**src/rtl/target_response_checker_key_edge_detect.sv**
```systemverilog
// -----------------------------------------------------------------------------
// key_edge_detect
// Registers the synchronised key levels and reports rising edges.
//   clk, reset : system clock, synchronous active-high reset
//   keys       : key levels, active-high
//   edges      : keys that went 0->1 this cycle
//   onehot     : exactly one bit of edges is set
// -----------------------------------------------------------------------------
module key_edge_detect #(
    parameter int NUM_KEYS = 4
) (
    input  logic                clk,
    input  logic                reset,
    input  logic [NUM_KEYS-1:0] keys,
    output logic [NUM_KEYS-1:0] edges,
    output logic                onehot
);

    logic [NUM_KEYS-1:0] keys_d;

    // The delayed copy updates in every game state, so a key held through
    // feedback never looks like a fresh press later on.
    always_ff @(posedge clk) begin
        if (reset) begin
            keys_d <= '0;
        end else begin
            keys_d <= keys;
        end
    end

    assign edges = keys & ~keys_d;

    // x & (x-1) clears the lowest set bit; zero afterwards means a single bit.
    assign onehot = (edges != '0) && ((edges & (edges - NUM_KEYS'(1))) == '0);

endmodule

```
**config.mk**
```make
export PLATFORM = sky130hd
export DESIGN_NAME = key_edge_detect
export DESIGN_NICKNAME = d
export VERILOG_FILES = /design/src/rtl/target_response_checker_key_edge_detect.sv
export SDC_FILE = /design/constraint.sdc
export NUM_CORES = 1
export LEC_CHECK = 0
export ABC_AREA = 1
export CORE_AREA = 5 5 42 44
export CTS_BUF_LIST = sky130_fd_sc_hd__clkbuf_4
export DETAILED_ROUTE_END_ITERATION = 10
export DIE_AREA = 0 0 47 49
export GPL_TIMING_DRIVEN = 0
export HOLD_SLACK_MARGIN = 0.15
export PLACE_DENSITY_LB_ADDON = 0.3
export SLEW_MARGIN = 20
export SYNTH_ARGS = -nofsm -noshare
export SYNTH_HDL_FRONTEND = slang
export SYNTH_SLANG_ARGS = --single-unit
```
**constraint.sdc**
```tcl
create_clock -name clk -period 0.9 [get_ports clk]
set_input_delay 0.09 -clock clk [delete_from_list [all_inputs] [get_ports clk]]
set_output_delay 0.09 -clock clk [all_outputs]
set_load 0.005 [all_outputs]
```
After elaboration in Yosys (flattened, before gate mapping)
Cells that the tools add are included.
{"block": "classes", "bitwise": 3, "add_sub_neg": 1, "reduce_logical": 3}
{"cell": "bitwise AND 4 bit", "n": 2}
{"cell": "logical NOT 4 bit", "n": 1}
{"cell": "NOT 4 bit", "n": 1}
{"cell": "nonzero test 4 bit", "n": 1}
{"cell": "subtractor 4 x 1 -> 4 bit (second input constant)", "n": 1}
{"cell": "logical AND 1 bit", "n": 1}
{"block": "word_totals", "reg_bits": 4, "out_inout_bits": 5, "in_bits": 6, "wordCells": 8}

Longest topological paths before layout
Gate-level depths: netlist of run 1.
{"block": "depth", "ltp_word": 6, "mapped_depth": 6}

Worst setup path before layout of run 1
OpenSTA, ideal clock, no wires.
{"block": "synth_timing", "path_type": "register -> output", "from": "register keys_d[1]", "to": "output onehot", "required_time_ns": 0.810, "n_path_buf": 0, "slack_ns": 0.162, "arrival_time_ns": 0.648, "stages_incl_launch_ff": 7, "path_cell_list": "dfxtp_1 inv_1 nand2_1 nand2_1 nand2_1 inv_1 a21oi_2"}
{"block": "synth_between", "elab_chain_cells": 6}
{"item": "start: declaration", "line_no": "19", "rtl": "logic [NUM_KEYS-1:0] keys_d;"}
{"item": "start signal: assignment", "line_no": "27", "rtl": "keys_d <= keys;"}
{"item": "NOT 4 bit (*)", "line_no": "31", "rtl": "assign edges = keys & ~keys_d;"}
{"item": "bitwise AND 4 bit (*)", "line_no": "31"}
{"item": "subtractor 4 x 1 -> 4 bit", "line_no": "34", "rtl": "assign onehot = (edges != '0) && ((edges & (edges - NUM_KEYS'(1))) == '0);"}
{"item": "bitwise AND 4 bit", "line_no": "34"}
{"item": "logical NOT 4 bit", "line_no": "34"}
{"item": "logical AND 1 bit (*)", "line_no": "34"}
{"item": "end: declaration", "line_no": "16", "rtl": "output logic onehot"}
Mark *: on every way between the ends. The rest lies on a longest branch, timed or not.

Final worst setup path of run 1
{"block": "layout_timing", "from": "register keys_d[0]", "to": "output onehot"}
The elaborated chain is that of the path after synthesis.

==> reports/results.ini, run 1 <==
[power]
netSwitchingFraction_pct=25.2
p_seq_share_pct=36.0
clkPwrFrac_pct=41.6
leakage_uw=0.000202
p_sw_uw=137
power.internal_uw=405
pwr-share-comb_pct=22.4
powerDensity_nw_per_um2=1470
ir_drop_mv=0.373

[die]
core_area_um2=1400
dieWidth_um=47
fp.dieH_um=49
dieArea_um2=2300
rows=14
start_util_pct=14.2
ios=11

[detailed_routing]
drtIter0Drc=5
postRouteAntennaNets=0
wirelength_um=483
vias_per_cell=3.45
vias=224
drc=0
routedWlPerCell_um=7.43
detail_route.first_pass.iterations=2

[place]
dp_cells=59
dpl.hpwl_um=358
io_buffers=10
gp_congestion=0.626

[setup_path]
crit_required_ns=0.81
critPathKind=reg -> out
start_kind=flop
end_kind=primary output
cp.arrival_ns=1.02
cp_max_fo=2

[global_route]
grt_usage_pct=5.00
antenna_found_initial=0
overflow=0
grt_max_degree=5
grt_pass1_wl_um=772
grt_pass1_vias=218

[sta]
period_minus_slack_ns=1.11
whs_ns=0.249
hold_violations=0
rsz0062_at_grt=true
fmax_ghz=0.901
setup_viol=3
max_slew_margin_pct=90.3
post-route-period-util_pct=123
tightest_slew_ns=0.146
finalWorstSetupSlack_ns=-0.210
finalMaxSlewViolations=0

[job]
maxCapViolations=0

[layout]
layout_commonest_cell=nand2_1
area_growth_pct=85.5
largest_reg_flops=4
largestRegisters=keys_d x4
instances_no_fill=65
fin_util_pct=26.3
final_nets=57
n_fill_cell=163
drive_gt1_share_pct=57.1
top_register=keys_d
n_antenna_cell=0
layout_common_cells=nand2_1 (6), inv_2 (5), inv_1 (5), nand2_2 (5), nor2_1 (5)

[clocking]
cts_buffers=3
clock_path_buffers=2
hold_buffers=0
clkTransAtPathRegs_ns=0.04
cts_num_sinks=4
cts_tree=yes
h-tree-depth=1
root_buffer=clkbuf_4

[worst_hold_path]
hold_class=in -> reg

[synth]
synth_cells=33
synthDistinctLibCells=6
ys_seq_area_share_pct=40.3
syn_nets=39
synth_seq_cells=4
syn_avg_cell_area_um2=6.03
yosys_warnings=0
syn_area_um2=199

[status]
violations=negative setup slack
status=finished with violations

[layout make-up]
cell class,instances,area [um2],area share [%]
Timing Repair Buffer,13,110,29.8
Multi-Input combinational cell,19,93.8,25.4
Sequential cell,4,85.1,23.1
Inverter,10,37.5,10.2
Clock buffer,3,22.5,6.10
Tap cell,16,20.0,5.42
[final timing paths]
check | from | end | slack (ns) | depth (start not counted)
max | keys_d[0] | onehot | -0.21 | 6
min | keys[0] | keys_d[0] | 0.25 | 3
[metrics by stage]
stage	TNS [ns]	setup WS, ns	cell area (um2)	total power, uW
2_1_floorplan	0	0.162	199	242
3_3_place_gp	-2.33	-0.595	319	307
3_5_place_dp	-2.33	-0.595	319	308
4_1_cts	-0.322	-0.213	357	547
5_1_grt	-0.514	-0.297	369	578
6_report	-0.311	-0.210	369	542
[layer usage]
layer	global-route usage (%)	up-vias	share of wire, %
li1	-	122	-
met1	5.49	96	35
met2	6.33	6	54
met3	2.21	0	11
met4	5.53	0	0
met5	0	-	0
[power by group through the flow]
stage | logic (uW) | clock network [uW] | registers [uW]
3_5_place_dp | 113 | 0 | 195
4_1_cts | 115 | 239 | 193
2_1_floorplan | 47.3 | 0 | 195
3_3_place_gp | 112 | 0 | 195
6_report | 121 | 226 | 195
5_1_grt | 138 | 244 | 196
[synthesized netlist by cell type, drive strengths merged]
library cell   n  area [um2]
nand2         11        41.3
inv           10        37.5
nor2           7        31.3
dfxtp          4        80.1
a21oi          1        8.76
[cell families (layout without fill, tap and decap cells)]
| group | Yosys count | count (layout) | synth area share (%) |
|---|---|---|---|
| simple gates | 18 | 18 | 36.5 |
| compound gates | 1 | 1 | 4.40 |
| flops | 4 | 4 | 40.3 |
| buf+inv | 10 | 26 | 18.9 |
[repair_timing]
item                                    CTS  global route
resized for setup                        31             9
endpoints found under the setup margin    5             4
buffers inserted                          3             0
pin swaps                                 5             2
[critical path, cell delays in order (launching register included)]
cell	delay, ns
dfxtp_2	0.31
inv_1	0.05
nand2_1	0.05
nand2_2	0.08
nand2_1	0.06
a21oi_2	0.12
buf_2	0.11
Note: power is estimated with default switching activity, not from simulation.
==> run 2: changes to the inputs <==
--- a/config.mk
+++ b/config.mk
@@ -7,12 +7,14 @@
 export LEC_CHECK = 0
 export ABC_AREA = 1
 export CORE_AREA = 5 5 42 44
-export CTS_BUF_LIST = sky130_fd_sc_hd__clkbuf_4
+export CTS_BUF_LIST = sky130_fd_sc_hd__clkbuf_16
 export DETAILED_ROUTE_END_ITERATION = 10
 export DIE_AREA = 0 0 47 49
 export GPL_TIMING_DRIVEN = 0
 export HOLD_SLACK_MARGIN = 0.15
 export PLACE_DENSITY_LB_ADDON = 0.3
+export RECOVER_POWER = 25
+export SETUP_SLACK_MARGIN = 0.15
 export SLEW_MARGIN = 20
 export SYNTH_ARGS = -nofsm -noshare
 export SYNTH_HDL_FRONTEND = slang
==> run 2 against run 1 <==
The flow still finishes with violations (negative setup slack). Count of clock-buffer cells in the layout stayed put. Worst setup slack improved by 0.015 ns. Non-clock buffer count stayed put. Final area is 14% higher. Sequential cell count stayed put. Die area unchanged. Sequential power is essentially flat. Power increased by 84%. Utilization is 3.7 points higher. Critical path type unchanged. Critical endpoint unchanged. Largest power group unchanged.
==> reports/results.ini, run 2 (synthesis gave the netlist of run 1 again) <==
[detailed_routing]
routedWlPerCell_um=7.68
vias_per_cell=3.45
vias=224
wirelength_um=499
postRouteAntennaNets=0
drtIter0Drc=5
drc=0
detail_route.first_pass.iterations=2

[sta]
finalWorstSetupSlack_ns=-0.195
fmax_ghz=0.914
max_slew_margin_pct=89.7
setup_tns_ns=-0.265
rsz0062_at_grt=true
finalMaxSlewViolations=0
period_minus_slack_ns=1.09
post-route-period-util_pct=122
tightest_slew_ns=0.154
whs_ns=0.236
setup_viol=3
hold_violations=0

[status]
violations=negative setup slack
status=finished with violations

[layout]
largest_reg_flops=4
top_register=keys_d
area_growth_pct=111
postLayoutCellArea_um2=420
drive_gt1_share_pct=57.1
largestRegisters=keys_d x4
layout_commonest_cell=nand2_1
layout_common_cells=nand2_1 (7), inv_2 (5), inv_1 (5)
final_nets=57
n_antenna_cell=0

[place]
gp_congestion=0.626
dpl.hpwl_um=358
placed_cell_area_um2=319
io_buffers=10
pre_cts_slack_ns=-0.595

[setup_path]
crit_required_ns=0.81
critPathKind=reg -> out
cp_max_fo=2
end_kind=primary output
start_kind=flop
cp.arrival_ns=1.00

[global_route]
grt_usage_pct=5.70
grt_pass1_vias=219
antenna_found_initial=0
overflow=0
grt_max_degree=5
grt_pass1_wl_um=800

[clocking]
cts_num_sinks=4
clock_path_buffers=2
h-tree-depth=1
cts_buffers=3
root_buffer=clkbuf_16
clkTransAtPathRegs_ns=0.03
cts_tree=yes

[die]
dieArea_um2=2300
rows=14
ios=11
start_util_pct=14.2
dieWidth_um=47
core_area_um2=1400
fp.dieH_um=49

[power]
power.internal_uw=821
leakage_uw=0.000227
p_sw_uw=177
p_seq_share_pct=19.6
pwr-share-comb_pct=11.9
powerDensity_nw_per_um2=2370
netSwitchingFraction_pct=17.8
ir_drop_mv=0.895
clkPwrFrac_pct=68.5

[worst_hold_path]
hold_class=in -> reg

[job]
maxCapViolations=0

[run 2: cell count changes in the layout (fill, tap and decap cells not counted), sizes merged]
cell / change
clkdlybuf4s50: -2
dlygate4sd2: +1
dlygate4sd3: +1
[run 2: what timing repair did]
action | CTS | global route
buffers inserted | 3 | 0
pin swaps | 6 | 3
endpoints found under the setup margin | 5 | 5
hold buffers | 0 | 0
gates resized for setup | 34 | 7
endpoints found under the hold margin | 0 | 0
[run 2: layer usage]
layer | share of wire [%] | vias to the layer above | track usage (%) | routed length, um
met3 | 10 | 2 | 3.32 | 52
met5 | 0 | - | 0 | 0
met1 | 35 | 93 | 5.49 | 175
met2 | 51 | 6 | 6.56 | 254
met4 | 3.2 | 0 | 8.29 | 16
li1 | - | 123 | - | -
[run 2: layout make-up]
class | instances | area (um2)
clock buffer | 3 | 75.1
fill | 159 | 981
inverter | 10 | 37.5
multi-input combinational | 19 | 93.8
sequential | 4 | 85.1
tap | 16 | 20.0
timing repair buffer | 13 | 109
[run 2: through the flow]
| stage | cells | power (uW) | utilization, % |
|---|---|---|---|
| finish | 65 | 998 | 30.0 |
| global route | 65 | 1040 | 30.0 |
| CTS | 65 | 1010 | 29.4 |
| detailed placement | 59 | 308 | 22.8 |
| global placement | 59 | 307 | 22.8 |
| floorplan | 33 | 242 | - |
[run 2: worst max-delay path, stage by stage (launching register included)]
cell and delay [ns]:
dfxtp_2 0.31, inv_1 0.05, nand2_1 0.05, nand2_2 0.08, nand2_1 0.06, a21oi_2 0.12, buf_2 0.11
[run 2: worst paths after layout]
kind,end,slack (ns),start,cells after the start
setup / recovery,onehot,-0.19,keys_d[0],6
hold / removal,keys_d[3],0.24,keys[3],3
[run 2: power by group through the flow]
stage	logic, uW	registers (uW)	clock network (uW)
CTS	114	195	698
finish	119	196	683
global placement	112	195	0
global route	135	197	712
floorplan	47.3	195	0
detailed placement	113	195	0
==> run 3: changes to the inputs <==
--- a/config.mk
+++ b/config.mk
@@ -12,7 +12,6 @@
 export DIE_AREA = 0 0 47 49
 export GPL_TIMING_DRIVEN = 0
 export HOLD_SLACK_MARGIN = 0.15
-export PLACE_DENSITY_LB_ADDON = 0.3
 export RECOVER_POWER = 25
 export SETUP_SLACK_MARGIN = 0.15
 export SLEW_MARGIN = 20
==> run 3 against run 2 <==
The run still ends with negative setup slack left. Maximum frequency shrank 1.2%. Combinational power increased by 8%. Sequential share of layout area fell by 0.93 points. Critical path depth unchanged. Worst setup slack worse by 0.013 ns. Final area is 3.3% higher. Sequential cell count did not move. Count of clock-buffer cells in the layout stayed put. First-iteration DRC count is 20% lower. Non-clock buffer count rose by 1. Largest cell class unchanged.
==> reports/results.ini, run 3 (synthesis gave the netlist of run 1 again) <==
[status]
status=finished with violations
violations=negative setup slack

[detailed_routing]
postRouteAntennaNets=0
routedWlPerCell_um=8.29
vias=244
vias_per_cell=3.70
drc=0
drtIter0Drc=4
detail_route.first_pass.iterations=3
wirelength_um=547

[die]
dieWidth_um=47
fp.dieH_um=49
ios=11
rows=14
core_area_um2=1400
start_util_pct=14.2
dieArea_um2=2300

[setup_path]
cp_max_fo=2
start_kind=flop
end_kind=primary output
crit_required_ns=0.81
cp.arrival_ns=1.02
critPathKind=reg -> out

[sta]
tightest_slew_ns=0.150
fmax_ghz=0.903
max_slew_margin_pct=90.0
rsz0062_at_grt=true
setup_viol=5
finalMaxSlewViolations=0
period_minus_slack_ns=1.11
finalWorstSetupSlack_ns=-0.207
hold_violations=0
post-route-period-util_pct=123

[place]
io_buffers=10
dpl.hpwl_um=390
pre_cts_slack_ns=-0.604
dp_cells=59
gp_congestion=0.640

[clocking]
clock_path_buffers=2
clkTransAtPathRegs_ns=0.03
h-tree-depth=1
root_buffer=clkbuf_16
cts_num_sinks=4
cts_buffers=3
cts_tree=yes

[layout]
n_antenna_cell=0
layout_common_cells=nand2_1 (9), inv_1 (6), buf_6 (5)
drive_gt1_share_pct=50.0
instances_no_fill=66
largest_reg_flops=4
n_fill_cell=162
final_nets=58
largestRegisters=keys_d x4
area_growth_pct=118
layout_commonest_cell=nand2_1
top_register=keys_d

[global_route]
grt_pass1_wl_um=1050
grt_usage_pct=6.83
antenna_found_initial=0
overflow=0
grt_max_degree=5
grt_pass1_vias=268

[job]
maxCapViolations=0

[power]
powerDensity_nw_per_um2=2350
leakage_uw=0.000236
ir_drop_mv=1.01

[worst_hold_path]
hold_class=in -> reg

run 3: changes by cell type in the layout (fill, tap and decap cells not counted):
cell,delta
dfxtp_1,+1
buf_2,-2
inv_2,-1
dfxtp_2,-1
inv_1,+1
buf_4,+1
buf_6,+2
nand2_1,+2
nand2_2,-2
run 3: critical path: stages, from the launching register on:
cell and delay [ns]:
dfxtp_1 0.29, inv_1 0.05, nand2_2 0.06, nand2_1 0.08
nand2_1 0.07, a21oi_2 0.12, buf_2 0.12
run 3: cell type report:
type                            instances  area, um2  area share [%]
Sequential cell                         4       83.8            19.3
Clock buffer                            3       75.1            17.3
Tap cell                               16       20.0            4.61
Inverter                               10       37.5            8.65
Multi-Input combinational cell         19       88.8            20.5
Timing Repair Buffer                   14        129            29.7
run 3: timing repair:
| item | CTS | global route |
|---|---|---|
| resized for setup | 37 | 2 |
| buffers inserted | 4 | 0 |
| endpoints found under the setup margin | 5 | 5 |
| pin swaps | 5 | 4 |
| hold endpoints to repair | 0 | 0 |
| hold buffers | 0 | 0 |
run 3: metrics by stage:
step	utilization [%]	total power [uW]	cell area [um2]	hold WS (ns)	TNS, ns
floorplan	-	242	199	0.161	0
global placement	22.8	307	319	0.647	-2.32
detailed placement	22.8	309	319	0.646	-2.39
CTS	30.8	1030	432	0.237	-0.344
global route	31.0	1070	434	0.268	-0.589
finish	31.0	1020	434	0.234	-0.357
run 3: metal layers:
| metal | vias to the layer above | GRT usage [%] | wire, um |
|---|---|---|---|
| met5 | - | 0 | 0 |
| met4 | 0 | 5.53 | 16 |
| met3 | 2 | 4.43 | 46 |
| met2 | 8 | 10.4 | 290 |
| met1 | 108 | 5.92 | 192 |
| li1 | 126 | - | - |
run 3: power breakdown:
part	internal, uW	total (uW)	switching, uW
clock	568	695	128
combinational	72.3	128	55.5
sequential	190	196	5.93
total	830	1020	189
run 3: path summary, 6_finish.rpt:
kind | startpoint | to | depth (start not counted)
worst min-delay path | keys[3] | keys_d[3] | 3
worst max-delay path | keys_d[3] | onehot | 6
